[src/rtl/vit_llr_depunct_if.sv]
// rtl/vit_llr_depunct_if.sv - soft-sample input / depunctured-symbol output bundle for vit_llr_depunct
interface vit_llr_depunct_if #(
    parameter int pCODE_GEN_NUM = 2,
    parameter int pDAT_W        = 16,
    parameter int pLLR_W        = 4
);
    logic                                 isop;
    logic                                 ieop;
    logic                                 ival;
    logic signed [pDAT_W-1:0]             idat;
    logic                                 osop;
    logic                                 oeop;
    logic                                 oval;
    logic [pCODE_GEN_NUM-1:0]             odat;
    logic [pCODE_GEN_NUM-1:0][pLLR_W-1:0] oLLR;
    logic [pCODE_GEN_NUM-1:0]             oera;

    modport master (
        output isop, ieop, ival, idat,
        input  osop, oeop, oval, odat, oLLR, oera
    );

    modport slave (
        input  isop, ieop, ival, idat,
        output osop, oeop, oval, odat, oLLR, oera
    );
endinterface

[src/rtl/vit_llr_depunct.sv]
// rtl/vit_llr_depunct.sv - soft-sample quantizer and depuncturer feeding the 1/N Viterbi decoder
module vit_llr_depunct #(
    parameter int pCODE_GEN_NUM = 2,
    parameter int pDAT_W        = 16,
    parameter int pREF_LOG2     = 10,
    parameter int pLLR_W        = 4,
    parameter int pPUNCT_PERIOD = 1,
    parameter logic [pCODE_GEN_NUM*pPUNCT_PERIOD-1:0] pPUNCT_MASK = '1
) (
    input  logic          iclk,
    input  logic          ireset,
    input  logic          iclkena,
    vit_llr_depunct_if.slave ch
);

    localparam int N      = pCODE_GEN_NUM;
    localparam int MASK_W = pCODE_GEN_NUM * pPUNCT_PERIOD;
    localparam int COL_W  = (pPUNCT_PERIOD > 1) ? $clog2(pPUNCT_PERIOD) : 1;
    localparam int SLOT_W = (N > 1) ? $clog2(N) : 1;
    localparam int SH     = pREF_LOG2 + 2 - pLLR_W;

    localparam logic signed [pDAT_W-1:0] SAT_MAX = signed'(pDAT_W'((1 << (pREF_LOG2 + 1)) - 1));
    localparam logic signed [pDAT_W-1:0] SAT_MIN = -SAT_MAX;

    typedef logic [COL_W-1:0]  col_t;
    typedef logic [SLOT_W-1:0] slot_t;

    localparam col_t LAST_COL = col_t'(pPUNCT_PERIOD - 1);

    function automatic logic kept(input col_t col, input int g);
        logic [MASK_W-1:0] m;
        m = pPUNCT_MASK >> (int'(col) * N + g);
        return m[0];
    endfunction

    // Slots are filled from code bit N-1 downwards, so the first kept slot is the highest kept index.
    function automatic slot_t first_kept(input col_t col);
        slot_t r;
        r = '0;
        for (int g = 0; g < N; g++) begin
            if (kept(col, g)) r = slot_t'(g);
        end
        return r;
    endfunction

    function automatic logic has_next(input col_t col, input slot_t slot);
        logic r;
        r = 1'b0;
        for (int g = 0; g < N; g++) begin
            if (g < int'(slot) && kept(col, g)) r = 1'b1;
        end
        return r;
    endfunction

    function automatic slot_t next_kept(input col_t col, input slot_t slot);
        slot_t r;
        r = '0;
        for (int g = 0; g < N; g++) begin
            if (g < int'(slot) && kept(col, g)) r = slot_t'(g);
        end
        return r;
    endfunction

    logic signed [pDAT_W-1:0] sat;
    logic [pLLR_W-1:0]        llr_v;
    logic                     hard_v;

    col_t                     col_q, col_d;
    slot_t                    slot_q, slot_d;
    logic                     sop_pend_q, sop_pend_d;
    logic [N-1:0]             fill_q, fill_d;
    logic [N-1:0]             sym_dat_q, sym_dat_d;
    logic [N-1:0][pLLR_W-1:0] sym_llr_q, sym_llr_d;

    logic                     oval_q, oval_d;
    logic                     osop_q, osop_d;
    logic                     oeop_q, oeop_d;
    logic [N-1:0]             odat_q, odat_d;
    logic [N-1:0]             oera_q, oera_d;
    logic [N-1:0][pLLR_W-1:0] ollr_q, ollr_d;

    col_t                     cur_col, nxt_col;
    slot_t                    cur_slot;
    logic                     sop_w;
    logic [N-1:0]             fill_w;
    logic [N-1:0]             dat_w;
    logic [N-1:0][pLLR_W-1:0] llr_w;

    // Adding the sign bit after the arithmetic shift folds -2^(pLLR_W-1) away, keeping the range symmetric.
    always_comb begin
        if (ch.idat > SAT_MAX) begin
            sat = SAT_MAX;
        end else if (ch.idat < SAT_MIN) begin
            sat = SAT_MIN;
        end else begin
            sat = ch.idat;
        end
        llr_v  = pLLR_W'(sat >>> SH) + {{(pLLR_W-1){1'b0}}, sat[pDAT_W-1]};
        hard_v = ~sat[pDAT_W-1];
    end

    always_comb begin
        col_d      = col_q;
        slot_d     = slot_q;
        sop_pend_d = sop_pend_q;
        fill_d     = fill_q;
        sym_dat_d  = sym_dat_q;
        sym_llr_d  = sym_llr_q;
        oval_d     = 1'b0;
        osop_d     = 1'b0;
        oeop_d     = 1'b0;
        odat_d     = '0;
        oera_d     = '0;
        ollr_d     = '0;
        cur_col    = col_q;
        cur_slot   = slot_q;
        nxt_col    = '0;
        sop_w      = sop_pend_q;
        fill_w     = fill_q;
        dat_w      = sym_dat_q;
        llr_w      = sym_llr_q;

        if (ch.ival) begin
            // A new packet always realigns to column 0 and drops any partial symbol.
            if (ch.isop) begin
                cur_col  = '0;
                cur_slot = first_kept('0);
                sop_w    = 1'b1;
                fill_w   = '0;
                dat_w    = '0;
                llr_w    = '0;
            end
            fill_w[cur_slot] = 1'b1;
            dat_w[cur_slot]  = hard_v;
            llr_w[cur_slot]  = llr_v;

            if (ch.ieop || !has_next(cur_col, cur_slot)) begin
                oval_d     = 1'b1;
                osop_d     = sop_w;
                oeop_d     = ch.ieop;
                odat_d     = dat_w;
                ollr_d     = llr_w;
                oera_d     = ~fill_w;
                sop_pend_d = 1'b0;
                fill_d     = '0;
                sym_dat_d  = '0;
                sym_llr_d  = '0;
                nxt_col    = (ch.ieop || cur_col == LAST_COL) ? col_t'(0) : col_t'(cur_col + 1'b1);
                col_d      = nxt_col;
                slot_d     = first_kept(nxt_col);
            end else begin
                col_d      = cur_col;
                slot_d     = next_kept(cur_col, cur_slot);
                sop_pend_d = sop_w;
                fill_d     = fill_w;
                sym_dat_d  = dat_w;
                sym_llr_d  = llr_w;
            end
        end
    end

    always_ff @(posedge iclk or negedge ireset) begin
        if (!ireset) begin
            col_q      <= '0;
            slot_q     <= first_kept('0);
            sop_pend_q <= 1'b0;
            fill_q     <= '0;
            sym_dat_q  <= '0;
            sym_llr_q  <= '0;
            oval_q     <= 1'b0;
            osop_q     <= 1'b0;
            oeop_q     <= 1'b0;
            odat_q     <= '0;
            oera_q     <= '0;
            ollr_q     <= '0;
        end else if (iclkena) begin
            col_q      <= col_d;
            slot_q     <= slot_d;
            sop_pend_q <= sop_pend_d;
            fill_q     <= fill_d;
            sym_dat_q  <= sym_dat_d;
            sym_llr_q  <= sym_llr_d;
            oval_q     <= oval_d;
            osop_q     <= osop_d;
            oeop_q     <= oeop_d;
            odat_q     <= odat_d;
            oera_q     <= oera_d;
            ollr_q     <= ollr_d;
        end
    end

    assign ch.oval = oval_q;
    assign ch.osop = osop_q;
    assign ch.oeop = oeop_q;
    assign ch.odat = odat_q;
    assign ch.oera = oera_q;
    assign ch.oLLR = ollr_q;

endmodule

[src/flat_wrapper.sv]
// flat-port wrapper written by rule: the top's interface ports become plain ports
module vit_llr_depunct_flat 
#(
    parameter int pCODE_GEN_NUM = 2,
    parameter int pDAT_W        = 16,
    parameter int pREF_LOG2     = 10,
    parameter int pLLR_W        = 4,
    parameter int pPUNCT_PERIOD = 1,
    parameter logic [pCODE_GEN_NUM*pPUNCT_PERIOD-1:0] pPUNCT_MASK = '1
)
  (iclk, ireset, iclkena, ch_isop, ch_ieop, ch_ival, ch_idat, ch_osop, ch_oeop, ch_oval, ch_odat, ch_oLLR, ch_oera);
  vit_llr_depunct_if #(.pCODE_GEN_NUM(pCODE_GEN_NUM), .pDAT_W(pDAT_W), .pLLR_W(pLLR_W)) ch_i ();
  input  logic iclk;
  input  logic ireset;
  input  logic iclkena;
  input wire logic [$bits(ch_i.isop)-1:0] ch_isop;
  input wire logic [$bits(ch_i.ieop)-1:0] ch_ieop;
  input wire logic [$bits(ch_i.ival)-1:0] ch_ival;
  input wire logic [$bits(ch_i.idat)-1:0] ch_idat;
  output wire logic [$bits(ch_i.osop)-1:0] ch_osop;
  output wire logic [$bits(ch_i.oeop)-1:0] ch_oeop;
  output wire logic [$bits(ch_i.oval)-1:0] ch_oval;
  output wire logic [$bits(ch_i.odat)-1:0] ch_odat;
  output wire logic [$bits(ch_i.oLLR)-1:0] ch_oLLR;
  output wire logic [$bits(ch_i.oera)-1:0] ch_oera;
  assign ch_i.isop = ch_isop;
  assign ch_i.ieop = ch_ieop;
  assign ch_i.ival = ch_ival;
  assign ch_i.idat = ch_idat;
  assign ch_osop = ch_i.osop;
  assign ch_oeop = ch_i.oeop;
  assign ch_oval = ch_i.oval;
  assign ch_odat = ch_i.odat;
  assign ch_oLLR = ch_i.oLLR;
  assign ch_oera = ch_i.oera;
  vit_llr_depunct #(.pCODE_GEN_NUM(pCODE_GEN_NUM), .pDAT_W(pDAT_W), .pREF_LOG2(pREF_LOG2), .pLLR_W(pLLR_W), .pPUNCT_PERIOD(pPUNCT_PERIOD), .pPUNCT_MASK(pPUNCT_MASK)) u_core (.iclk(iclk), .ireset(ireset), .iclkena(iclkena), .ch(ch_i));
endmodule
[config.mk]
export PLATFORM = sky130hd
export DESIGN_NAME = vit_llr_depunct_flat
export DESIGN_NICKNAME = d
export VERILOG_FILES = /design/src/rtl/vit_llr_depunct_if.sv /design/src/rtl/vit_llr_depunct.sv /design/src/flat_wrapper.sv
export SDC_FILE = /design/constraint.sdc
export NUM_CORES = 1
export LEC_CHECK = 0
export BUFFER_PORTS_ARGS = -buffer_cell sky130_fd_sc_hd__buf_4
export CELL_PAD_IN_SITES_DETAIL_PLACEMENT = 0
export CELL_PAD_IN_SITES_GLOBAL_PLACEMENT = 1
export CORE_UTILIZATION = 40
export DETAILED_ROUTE_END_ITERATION = 7
export GPL_ROUTABILITY_DRIVEN = 1
export PLACE_DENSITY_LB_ADDON = 0.1
export SLEW_MARGIN = 40
export SYNTH_ARGS = -nofsm -noshare
export SYNTH_HDL_FRONTEND = slang
export SYNTH_SLANG_ARGS = --single-unit
[constraint.sdc]
create_clock -name iclk -period 2 [get_ports iclk]
set_input_delay 0 -clock iclk [delete_from_list [all_inputs] [get_ports iclk]]
set_output_delay 0 -clock iclk [all_outputs]
set_load 0.03 [all_outputs]
After elaboration in Yosys (flattened, before gate mapping) --
Cells that the tools add are included.
Cells by class: add/sub/neg operators 3, bitwise gates (word level) 4, mux-type cells 41, order comparisons 5, shifts and indexed selects 2, reductions and logical operators 6
Operators with widths (number):
- $mux W8 | 5
- $mux W16 | 2
- $shr A2 B32 Y1 const A | 1
- $mux W2 | 10
- $mux W1 | 19
- $gt A16 B12 Y1 const B | 1
- $lt A16 B12 Y1 const B | 1
- $bwmux W8 | 1
- $add A4 B1 Y4 | 1
- $demux W4 S1 | 1
- $mux W4 | 1
- $add A2 B1 Y3 const B | 1
- $bwmux W2 | 1
- $logic_and A1 B1 Y1 | 2
- $logic_or A1 B1 Y1 | 2
- $lt A1 B2 Y1 const B | 1
- $not A1 Y1 | 2
- $not A2 Y2 | 1
- $or A2 B2 Y2 | 1
- $reduce_and A2 Y1 | 1
- $shr A2 B2 Y1 const A | 1
- $add A1 B1 Y1 const B | 1
- $demux W1 S1 | 1
- $ge A1 B1 Y1 const B | 1
- 2 further kinds | 2
Word-level totals: output and inout bits 15, word-level logic and storage cells 75, register bits 30, bits of input ports 22

Depth between registers and ports, before layout --
Gate-level depths: netlist of the first run.
word-level depth 10, gate-level depth with buffers 11, mapped depth without buffers 11

Worst setup path after synthesis of the first run --
OpenSTA, ideal clock, no wires.
path kind input to register, start in ch_idat[6], end reg u_core.sym_llr_q[7] (netlist bit), path slack -0.054 ns, cell stages on the path 11, arrival 1.933 ns, data required time 1.879 ns, setup time 0.121 ns, buffers on the path 0, path through nor4_1 > nand3_1 > nand4_1 > ha_1 > inv_1 > a21o_1 > ha_1 > and3_2 > or3b_1 > and3_1 > a22o_1
On the way: cells in the longest elaborated chain, start to end 6, elaborated cells on any way between the ends 7, classes of those cells 1 x add/sub; 2 x order compare; 4 x mux
RTL lines:
- start: declaration | line flat_wrapper.sv:19 | input wire logic [$bits(ch_i.idat)-1:0] ch_idat;
- $lt A16 B12 Y1 | line vit_llr_depunct.sv:93 | end else if (ch.idat < SAT_MIN) begin
- $mux W16 | line vit_llr_depunct.sv:93
- $mux W16 * | line vit_llr_depunct.sv:91 | if (ch.idat > SAT_MAX) begin
- $add A4 B1 Y4 * | line vit_llr_depunct.sv:98 | llr_v = pLLR_W'(sat >>> SH) + {{(pLLR_W-1){1'b0}}, sat[pDAT_W-1]};
- $bwmux W8 * | line vit_llr_depunct.sv:135 | llr_w[cur_slot] = llr_v;
- $mux W8 * | line vit_llr_depunct.sv:137 | if (ch.ieop || !has_next(cur_col, cur_slot)) begin
- end signal: assignment | line vit_llr_depunct.sv:182 | sym_llr_q <= sym_llr_d;
- end: declaration | line vit_llr_depunct.sv:73 | logic [N-1:0][pLLR_W-1:0] sym_llr_q, sym_llr_d;
Mark *: on every way between the ends. The rest lies on a longest branch, timed or not. A chain may end at the register's enable or synchronous reset.

Worst setup path in the final report of the first run --
Ends and elaborated chain as after synthesis.

==> results.py, run 1 <==
metrics = {
    "power": {
        "powerDensity_nw_per_um2": 683.8,
        "power_switching_mw": 0.4048,
        "ir_drop_v": 0.0003953,
        "power.total_mw": 1.369,
        "p_seq_share_pct": 49.9,
        "p_leak_nw": 0.9974,
        "swShare_pct": 29.57,
        "p_int_mw": 0.9642,
        "p_clk_share_pct": 26.4,
        "combPwrFrac_pct": 23.7,
    },
    "job": {
        "drv_cap": 0,
    },
    "placement": {
        "gp_congestion": 0.7207,
        "dp_hpwl_mm": 2.468,
        "io_buffers": 36,
    },
    "synthesis": {
        "synth-async-reset-ratio_pct": 100.0,
        "syn_area_per_cell_um2": 11.25,
        "synth_flop_cell": "dfrtp_1",
        "synth_common_cells": "dfrtp_1 (29), inv_1 (10), o2bb2ai_1 (10)",
        "synth-edff-count": 0,
        "synthCells": 128,
        "yosysWarningCount": 0,
        "yosys-top-cells-area": "dfrtp_1 (50%), o2bb2ai_1 (6.1%), mux2i_1 (4.9%)",
        "yosysMostFrequentCell": "dfrtp_1",
        "synth_area_um2": 1440,
        "synth_top_area_share_pct": 50.39,
        "synth_fp_nets": 153,
        "synth.ff_latch_count": 30,
        "synth_seq_area_share_pct": 52.22,
        "yosysTopAreaCell": "dfrtp_1",
        "yosysUniqueCellTypes": 42,
    },
    "route": {
        "via_per_inst": 5.198,
        "wl_mm": 3.402,
        "post_drt_wl_per_cell_um": 14.66,
        "drc": 0,
        "drt_iter0_markers": 55,
        "postRouteAntennaNets": 0,
        "dr.pass1.iters": 4,
        "vias": 1206,
    },
    "floorplanning": {
        "die_x_um": 62,
        "top_level_ports": 37,
        "die_area_um2": 3844,
        "start_util_pct": 42.49,
        "coreArea_um2": 3390,
        "rows": 21,
        "chipHeight_um": 62,
    },
    "critical_path": {
        "r2r_slack_ns": 0.26,
        "cp-end-kind": "register",
        "cp_data_arrival_time_ns": 2.11,
        "cp-startpoint": "ch_idat[6]",
        "crit_path_start_kind": "primary input",
        "reg2reg_to": "u_core.ch.oLLR[6]",
        "path_max_fanout": 3,
        "reg2reg_from": "u_core.slot_q",
        "cp.required_ns": 2.23,
        "reg2regPathDepth": 4,
        "critPathKind": "in2reg",
        "crit_end": "u_core.sym_llr_q[7]",
    },
    "clock_network": {
        "clkTransAtPathRegs_ns": 0.09,
        "clkSinkCount": 30,
        "cts_tree": "yes",
        "cts_htree_levels": 2,
        "cts-root-buf": "clkbuf_4",
        "post-cts-setup-buffers": 0,
        "clk_latency_ns": 0.33,
        "numCtsBuffers": 5,
        "clock_path_buffers": 2,
    },
    "outcome": {
        "status": "finished with violations",
        "violations": "hold timing",
    },
    "worst_hold_path": {
        "min_path_type": "in2reg",
    },
    "sta": {
        "setup_viol": 0,
        "finClkSkew_ns": 0.009834,
        "rsz0062_at_grt": "false",
        "worstMarginPinSlew_ns": 0.4904,
        "min_period_over_period_pct": 94.14,
        "fmax_ghz": 0.5311,
        "finalCriticalPeriod_ns": 1.883,
        "hold_violations": 1,
        "holdWs_ns": -0.000001943,
        "relSlewSlack_pct": 67.31,
        "drv_slew": 0,
    },
    "final_layout": {
        "antenna_cells": 0,
        "drive_gt1_share_pct": 37.10,
        "area_delta_synth_final_pct": 39.01,
        "fill_cells": 313,
        "final_util_pct": 59.06,
        "finalNetCount": 212,
    },
    "global_route": {
        "grt_overflow": 0,
        "grt_util_all_layers_pct": 20.42,
        "antenna_found_initial": 0,
        "grt_pass1_vias": 1130,
        "grt_start_max_net_pins": 31,
        "grt_pass1_wl_mm": 5.437,
    },
}
==> state kept, by name (all words and copies together) (netlist names), 2 cells and up <==
register and flops:
u_core.sym_dat_q 2, u_core.ch.oLLR 8, u_core.ch.oera 2, u_core.fill_q 2
u_core.sym_llr_q 8, u_core.ch.odat 2
==> critical path, cell delays in order <==
cell	delay [ns]
buf_4	0.12
nor4_4	0.27
nand3_1	0.10
nand4_1	0.09
ha_1	0.16
o21bai_1	0.15
inv_1	0.08
ha_2	0.20
and3_4	0.15
or3b_1	0.40
and3_1	0.20
a22o_1	0.19
==> per-stage QoR <==
stage | setup TNS [ns] | std cells | hold WS [ns] | instance area [µm²] | worst slack (ns)
after floorplan | 0 | 128 | -0.2956 | 1468 | 0.02300
final | 0 | 232 | -0.000001943 | 2002 | 0.1172
after CTS | 0 | 232 | 0.005858 | 1993 | 0.1230
after detailed placement | -0.4908 | 221 | -0.04988 | 1892 | -0.2040
after global routing | 0 | 232 | 0.01108 | 2002 | 0.003703
after global placement | -0.2016 | 221 | -0.05621 | 1892 | -0.1018
==> power groups by stage <==
stage          logic, mW  clock network, mW  registers (mW)
6_report           0.324              0.362           0.683
5_1_grt            0.355              0.406           0.690
4_1_cts            0.326              0.372           0.683
3_5_place_dp       0.317                  0           0.695
3_3_place_gp       0.313                  0           0.692
2_1_floorplan      0.131                  0           0.728
==> cells by family (layout without fill, tap and decap cells) <==
group / count (synthesis) / in the layout / synth area share (%)
AO/OA/AOI/OAI: 36 / 36 / 19.90
XOR/XNOR: 1 / 1 / 0.6083
adder cells (fa/ha/maj): 3 / 3 / 2.607
buffers and inverters: 15 / 73 / 3.996
flip-flops: 30 / 30 / 52.22
multiplexers: 7 / 7 / 4.866
AND/OR/NAND/NOR: 36 / 36 / 15.81
==> layer usage <==
layer	up-vias	routed length, µm	global-route usage (%)
met4	0	42	6.667
met2	30	1587	30.40
met1	584	1615	27.99
met5	-	0	0
li1	587	-	-
met3	5	156	6.832
==> worst min-delay path by stage <==
stage,end,slack (ns),cells past startpoint,startpoint
2_1_floorplan,u_core.ch.oLLR[0],-0.30,0,ireset
3_3_place_gp,u_core.ch.odat[1],-0.06,1,ireset
3_5_place_dp,u_core.sym_dat_q[1],-0.05,1,ireset
4_1_cts,u_core.slot_q,0.006,3,ch_ieop
5_1_grt,u_core.slot_q,0.01,3,ch_ieop
6_report,u_core.slot_q,-0.000002,3,ch_ieop
==> cell usage in the layout (no fill, tap or decap), types with 3 or more instances in the layout <==
cell type | synthesis | final
a21o_1 | 4 | 4
a22o_1 | 6 | 6
buf_4 | 0 | 51
clkbuf_4 | 0 | 5
dfrtp_1 | 29 | 29
dlygate4sd3_1 | 0 | 5
inv_1 | 10 | 9
mux2i_1 | 7 | 7
nand2_1 | 5 | 5
nor2_1 | 5 | 5
nor2b_1 | 6 | 6
nor4_4 | 1 | 3
o2bb2ai_1 | 10 | 10
==> area by class of cell <==
| class | instances | area [µm²] | area share [%] |
|---|---|---|---|
| inverters | 11 | 41.29 | 2.063 |
| repair buffers | 56 | 432.9 | 21.62 |
| clock buffers | 6 | 51.30 | 2.563 |
| well taps | 46 | 57.56 | 2.875 |
| multi-input cells | 83 | 666.9 | 33.31 |
| flip-flops and latches | 30 | 752.0 | 37.56 |
==> timing repair <==
action | 4_1_cts | 5_1_grt
hold buffers | 5 | 0
endpoints found under the setup margin | 0 | 1
gates resized for setup | 0 | 1
hold endpoints to repair | 35 | 0
Power figures use the tool's default switching activity.
==> run 2: changes to the inputs <==
GPL_TIMING_DRIVEN = 0   (was default)
==> run 2 against run 1 <==
The flow now finishes without violations. Largest cell class unchanged. Sequential power decreased by 1%. Fmax decreased by 2.5%. Clock-buffer cell count unchanged. Critical path depth unchanged. Clock power decreased by 3%. Non-clock buffer count decreased by 10. Global-route usage decreased by 1.4 points. Sequential share of layout area increased by 1.4 points. Design area decreased by 3.6%. Via count decreased by 2.4%. Sequential cell count unchanged. Worst setup slack got worse by 0.048 ns.
==> results.py, run 2 (synthesis gave the netlist of run 1 again) <==
metrics = {
    "final_layout": {
        "antenna_cells": 0,
        "instances_no_fill": 222,
        "drive_gt1_share_pct": 32.39,
        "fill_cells": 324,
        "finalNetCount": 202,
        "area_delta_synth_final_pct": 33.97,
        "final_cell_mix": "buf_4 (36), dfrtp_1 (29), o2bb2ai_1 (10), inv_1 (9), mux2i_1 (7)",
        "layout_commonest_cell": "buf_4",
    },
    "clock_network": {
        "cts_htree_levels": 2,
        "cts-root-buf": "clkbuf_4",
        "clock_path_buffers": 2,
        "clk_latency_ns": 0.32,
        "cts_tree": "yes",
        "clkSinkCount": 30,
        "numCtsBuffers": 5,
        "clkTransAtPathRegs_ns": 0.09,
    },
    "global_route": {
        "antenna_found_initial": 0,
        "grt_overflow": 0,
        "grt_start_max_net_pins": 31,
        "grt_pass1_vias": 1052,
        "grt_util_all_layers_pct": 19.06,
        "grt_pass1_wl_mm": 5.050,
    },
    "sta": {
        "fmax_ghz": 0.5179,
        "finalCriticalPeriod_ns": 1.931,
        "setup_viol": 0,
        "drv_slew": 0,
        "finClkSkew_ns": 0.006509,
        "hold_violations": 0,
        "relSlewSlack_pct": 65.79,
        "worstMarginPinSlew_ns": 0.5132,
        "min_period_over_period_pct": 96.55,
        "finalWorstSetupSlack_ns": 0.06896,
    },
    "critical_path": {
        "critical_path.top_delay_family": "simple AND/OR/NAND/NOR gates",
        "cp.buffers_inverters": 2,
        "path_cells": "buf_4 > nor4_4 > nand3_1 > nand4_1 > ha_4 > o21bai_2 > inv_1 > ha_2 > and3_4 > or3b_1 > and3_1 > a22o_1",
        "cp-startpoint": "ch_idat[8]",
        "cp_data_arrival_time_ns": 2.15,
        "cp-end-kind": "register",
        "cp.depth": 12,
        "critPathKind": "in2reg",
        "crit_path_start_kind": "primary input",
        "slowest_stage": "or3b_1",
        "cp.required_ns": 2.22,
        "path_max_fanout": 4,
        "reg2reg_from": "u_core.slot_q",
        "reg2regPathDepth": 6,
        "slowest_delay_ns": 0.41,
    },
    "power": {
        "p_leak_nw": 0.9374,
        "p_int_mw": 0.9507,
        "p_seq_share_pct": 50.4,
        "power_switching_mw": 0.3914,
        "ir_drop_v": 0.0004467,
        "swShare_pct": 29.16,
        "p_clk_share_pct": 26.2,
        "powerDensity_nw_per_um2": 695.6,
        "combPwrFrac_pct": 23.5,
    },
    "placement": {
        "dp_worst_setup_slack_ns": -0.3296,
        "io_buffers": 36,
        "gp_congestion": 0.7568,
        "dp.cells": 210,
        "dp_hpwl_mm": 2.384,
    },
    "floorplanning": {
        "coreArea_um2": 3390,
        "die_area_um2": 3844,
        "rows": 21,
        "top_level_ports": 37,
        "start_util_pct": 42.49,
        "die_x_um": 62,
        "chipHeight_um": 62,
    },
    "route": {
        "post_drt_wl_per_cell_um": 14.99,
        "wl_mm": 3.328,
        "dr.pass1.iters": 4,
        "vias": 1177,
        "via_per_inst": 5.302,
        "drc": 0,
        "postRouteAntennaNets": 0,
        "drt_iter0_markers": 52,
    },
    "worst_hold_path": {
        "min_path_type": "in2reg",
        "hold_start": "ch_ieop",
        "hold_depth": 3,
    },
    "outcome": {
        "status": "finished, final reports clean",
    },
    "job": {
        "drv_cap": 0,
    },
}
==> run 2: final timing paths <==
check                                           end  slack [ns]
max in group asynchronous             u_core.slot_q        1.55
min in group asynchronous       u_core.sym_llr_q[7]        0.13
worst min-delay path                  u_core.slot_q        0.02
worst min register to register    u_core.ch.oera[1]        0.49
worst max-delay path            u_core.sym_llr_q[7]        0.07
worst max register to register    u_core.ch.oLLR[3]        0.19
==> run 2: layer usage <==
metal,global-route usage (%),up-vias,share of wire (%)
met4,9.524,0,2.0
met3,3.727,6,3.0
met5,0,-,0
li1,-,566,-
met2,28.42,26,45
met1,26.46,579,50
==> run 2: what timing repair did <==
item | CTS | global route
hold buffers | 6 | 0
resized for setup | 0 | 3
hold endpoints to repair | 35 | 0
buffers inserted | 0 | 0
endpoints found under the setup margin | 0 | 5
==> run 2: area by class of cell <==
type,count,area [µm²],area share (%)
buffer,4,16.27,0.8431
clock buffer,6,51.30,2.659
inverter,11,41.29,2.140
multi-input combinational,83,680.7,35.28
sequential,30,752.0,38.98
tap,46,57.56,2.983
timing repair buffer,42,330.3,17.12
==> run 2: worst register-to-register path, cell delays in order, from the launching register on <==
cell	delay, ns
dfstp_2	0.52
buf_2	0.18
nor3b_1	0.30
or3_1	0.16
clkbuf_1	0.26
a2bb2oi_1	0.20
o21ai_1	0.08
==> run 2: through the flow <==
step / utilization [%] / total power [mW] / hold slack, ns / cell area [µm²] / setup TNS, ns
finish: 56.92 / 1.342 / 0.01542 / 1929 / 0
global route: 56.92 / 1.413 / 0.009473 / 1929 / -0.02017
CTS: 56.26 / 1.348 / 0.01889 / 1907 / 0
detailed placement: 52.97 / 0.9896 / -0.04701 / 1795 / -0.7653
global placement: 52.97 / 0.9833 / -0.05641 / 1795 / -0.6840
floorplan: - / 0.8593 / -0.2956 / 1468 / 0
==> run 2: power groups by stage <==
stage	registers, mW	clock network (mW)	logic, mW
2_1_floorplan	0.728	0	0.131
3_3_place_gp	0.685	0	0.298
3_5_place_dp	0.688	0	0.302
4_1_cts	0.676	0.358	0.313
5_1_grt	0.682	0.386	0.345
6_report	0.676	0.351	0.315
==> run 3: changes to the inputs <==
ABC_AREA = 1   (was default)
CORE_ASPECT_RATIO = 1.5   (was default)
CORE_UTILIZATION = 38   (was 40)
==> run 3 against run 2 <==
Non-clock buffer count decreased by 5. Area after synthesis increased by 1.2%. Worst setup slack improved by 0.10 ns. Design area decreased by 2.9%. Clock-buffer cell count increased by 2. Largest cell class unchanged. Power increased by 15%. Global-route usage decreased by 0.44 points. Register-to-register slack improved by 0.43 ns. Combinational power increased by 8.9%. Critical endpoint is now u_core.sym_llr_q[5].
==> results.py, run 3 <==
metrics = {
    "synthesis": {
        "yosysUniqueCellTypes": 25,
        "synth-xor-area-share_pct": 0,
        "synthCells": 170,
        "synth_seq_area_share_pct": 51.59,
        "synth-edff-count": 0,
        "muxShareOfSynthArea_pct": 0,
        "yosys.area_share.simple_pct": 23.18,
        "synth.ff_latch_count": 30,
        "synth-async-reset-ratio_pct": 100.0,
        "synthAdderAreaFrac_pct": 2.575,
        "yosysTopAreaCell": "dfrtp_1",
        "synth_area_um2": 1458,
        "synth_top_family_by_area": "simple AND/OR/NAND/NOR gates",
        "synth_top_area_share_pct": 49.79,
        "yosys-top-cells-area": "dfrtp_1 (50%), nand2_1 (13%), nand3_1 (4.5%)",
        "synth_fp_nets": 195,
        "syn_area_per_cell_um2": 8.574,
        "yosysWarningCount": 0,
        "synth_compound_area_share_pct": 14.94,
        "synth_flop_cell": "dfrtp_1",
        "yosysMostFrequentCell": "nand2_1",
        "synth_common_cells": "nand2_1 (49), dfrtp_1 (29), inv_1 (16)",
    },
    "critical_path": {
        "slowest_stage": "ha_1",
        "path_max_fanout": 3,
        "path_cells": "buf_4 > nand3_1 > or2_2 > a31o_2 > ha_1 > inv_1 > nand2_1 > nand2_1 > ha_1 > ha_1 > o21ai_0 > o22ai_1",
        "cp.required_ns": 2.15,
        "cp_data_arrival_time_ns": 1.98,
        "crit_path_start_kind": "primary input",
        "critPathKind": "in2reg",
        "crit_top_cell": "ha_1",
        "slowest_delay_ns": 0.31,
        "cp-end-kind": "register",
    },
    "sta": {
        "drv_slew": 0,
        "relSlewSlack_pct": 62.84,
        "rsz0062_at_grt": "false",
        "finClkSkew_ns": 0.005667,
        "setup_viol": 0,
        "fmax_ghz": 0.5466,
        "hold_violations": 0,
        "setup_tns_ns": 0,
        "min_period_over_period_pct": 91.47,
        "worstMarginPinSlew_ns": 0.5574,
        "finalCriticalPeriod_ns": 1.829,
    },
    "floorplanning": {
        "die_area_um2": 4093,
        "chipHeight_um": 77.86,
        "start_util_pct": 39.59,
        "die_x_um": 52.57,
        "coreArea_um2": 3682,
        "top_level_ports": 37,
        "rows": 27,
    },
    "global_route": {
        "grt_pass1_vias": 1165,
        "grt_start_max_net_pins": 31,
        "grt_pass1_wl_mm": 5.430,
        "antenna_found_initial": 0,
        "grt_overflow": 0,
        "grt_util_all_layers_pct": 18.62,
    },
    "final_layout": {
        "finalNetCount": 238,
        "final_cell_mix": "nand2_1 (49), buf_4 (35), dfrtp_1 (29), inv_1 (16), nand3_1 (13)",
        "antenna_cells": 0,
        "layout_commonest_cell": "nand2_1",
        "area_delta_synth_final_pct": 28.58,
        "drive_gt1_share_pct": 25.70,
    },
    "route": {
        "dr.pass1.iters": 4,
        "drc": 0,
        "postRouteAntennaNets": 0,
        "via_per_inst": 4.918,
        "wl_mm": 3.336,
        "post_drt_wl_per_cell_um": 12.98,
        "drt_iter0_markers": 27,
        "vias": 1264,
    },
    "power": {
        "swShare_pct": 29.84,
        "p_clk_share_pct": 32.2,
        "p_seq_share_pct": 45.6,
        "p_int_mw": 1.087,
        "ir_drop_v": 0.0004224,
        "power_switching_mw": 0.4623,
        "p_leak_nw": 0.9593,
        "combPwrFrac_pct": 22.1,
        "power.total_mw": 1.549,
        "powerDensity_nw_per_um2": 826.6,
    },
    "clock_network": {
        "clkSinkCount": 30,
        "cts_tree": "yes",
        "cts-root-buf": "clkbuf_8",
        "clk_latency_ns": 0.28,
        "clock_path_buffers": 2,
        "clkTransAtPathRegs_ns": 0.06,
        "numCtsBuffers": 5,
        "post-cts-setup-buffers": 0,
        "cts_htree_levels": 2,
    },
    "worst_hold_path": {
        "min_path_type": "in2reg",
    },
    "placement": {
        "io_buffers": 35,
        "gp_congestion": 0.8134,
        "dp_hpwl_mm": 2.470,
    },
    "outcome": {
        "status": "finished, final reports clean",
    },
    "job": {
        "drv_cap": 0,
    },
}
==> run 3: cell count changes after synthesis, sizes merged, moves of 4 or more <==
| cell | previous run | this run |
|---|---|---|
| nand3 | 2 | 13 |
| mux2i | 7 | 0 |
| o2bb2ai | 10 | 0 |
| a22o | 6 | 0 |
| o21ai | 3 | 23 |
| a21o | 4 | 0 |
| inv | 10 | 19 |
| nor2b | 6 | 0 |
| o22ai | 0 | 4 |
| nand2 | 5 | 50 |
==> run 3: cell type report <==
type | count | area, µm²
Timing Repair Buffer | 36 | 272.8
Multi-Input combinational cell | 116 | 593.1
Clock buffer | 8 | 90.09
Fill cell | 363 | 1808
Sequential cell | 30 | 752.0
Tap cell | 43 | 53.80
Buffer | 5 | 41.29
Inverter | 19 | 71.32
==> run 3: layer usage <==
metal	GRT usage [%]	part of all wire, %	vias up
li1	-	-	645
met1	22.98	44	573
met2	29.49	50	39
met3	4.118	4.1	7
met4	9.474	2.2	0
met5	0	0	-
==> run 3: power groups by stage <==
| stage | clock network, mW | registers (mW) | logic, mW |
|---|---|---|---|
| 2_1_floorplan | 0 | 0.769 | 0.158 |
| 3_3_place_gp | 0 | 0.714 | 0.340 |
| 3_5_place_dp | 0 | 0.717 | 0.346 |
| 4_1_cts | 0.512 | 0.707 | 0.348 |
| 5_1_grt | 0.542 | 0.715 | 0.381 |
| 6_report | 0.499 | 0.707 | 0.343 |
==> run 3: worst paths after layout <==
kind / from / end / slack [ns] / cells after the start
min reg2reg: u_core.fill_q[1] / u_core.ch.oera[1] / 0.46 / 1
min in group asynchronous: ireset / u_core.ch.oLLR[4] / 0.17 / 2
max reg2reg: u_core.slot_q / u_core.sym_llr_q[5] / 0.62 / 6
max: ch_idat[11] / u_core.sym_llr_q[5] / 0.17 / 12
max in group asynchronous: ireset / u_core.slot_q / 1.50 / 2
min: iclkena / u_core.ch.osop / 0.04 / 4
==> run 3: kinds of logic (layout without fill, tap and decap cells) <==
family,count (synthesis),count (layout)
fa+ha+maj,3,3
buf+inv,24,68
compound gates,37,37
simple gates,76,76
flops,30,30
==> run 3: timing repair <==
| action | CTS | global route |
|---|---|---|
| hold buffers | 1 | 0 |
| hold endpoints to repair | 30 | 0 |
| setup endpoints to repair | 0 | 1 |
| resized for setup | 0 | 1 |
==> run 3: stage by stage <==
| step | hold slack [ns] | worst slack [ns] | utilization (%) | cells | cell area (µm²) |
|---|---|---|---|---|---|
| 4_1_cts | 0.04592 | 0.1501 | 50.90 | 257 | 1874 |
| 3_5_place_dp | -0.05113 | -0.1394 | 48.18 | 248 | 1774 |
| 3_3_place_gp | -0.05535 | -0.1063 | 48.18 | 248 | 1774 |
| 2_1_floorplan | -0.2956 | 0.1503 | - | 170 | 1458 |
| 6_report | 0.04083 | 0.1706 | 50.90 | 257 | 1874 |
| 5_1_grt | 0.05489 | 0.05496 | 50.90 | 257 | 1874 |
==> run 3: critical path: cells and delay by family <==
kind	cells	cell delay, ns
AO/OA/AOI/OAI	3	0.58
adder cells (fa/ha/maj)	3	0.81
buffers and inverters	2	0.15
AND/OR/NAND/NOR	4	0.46
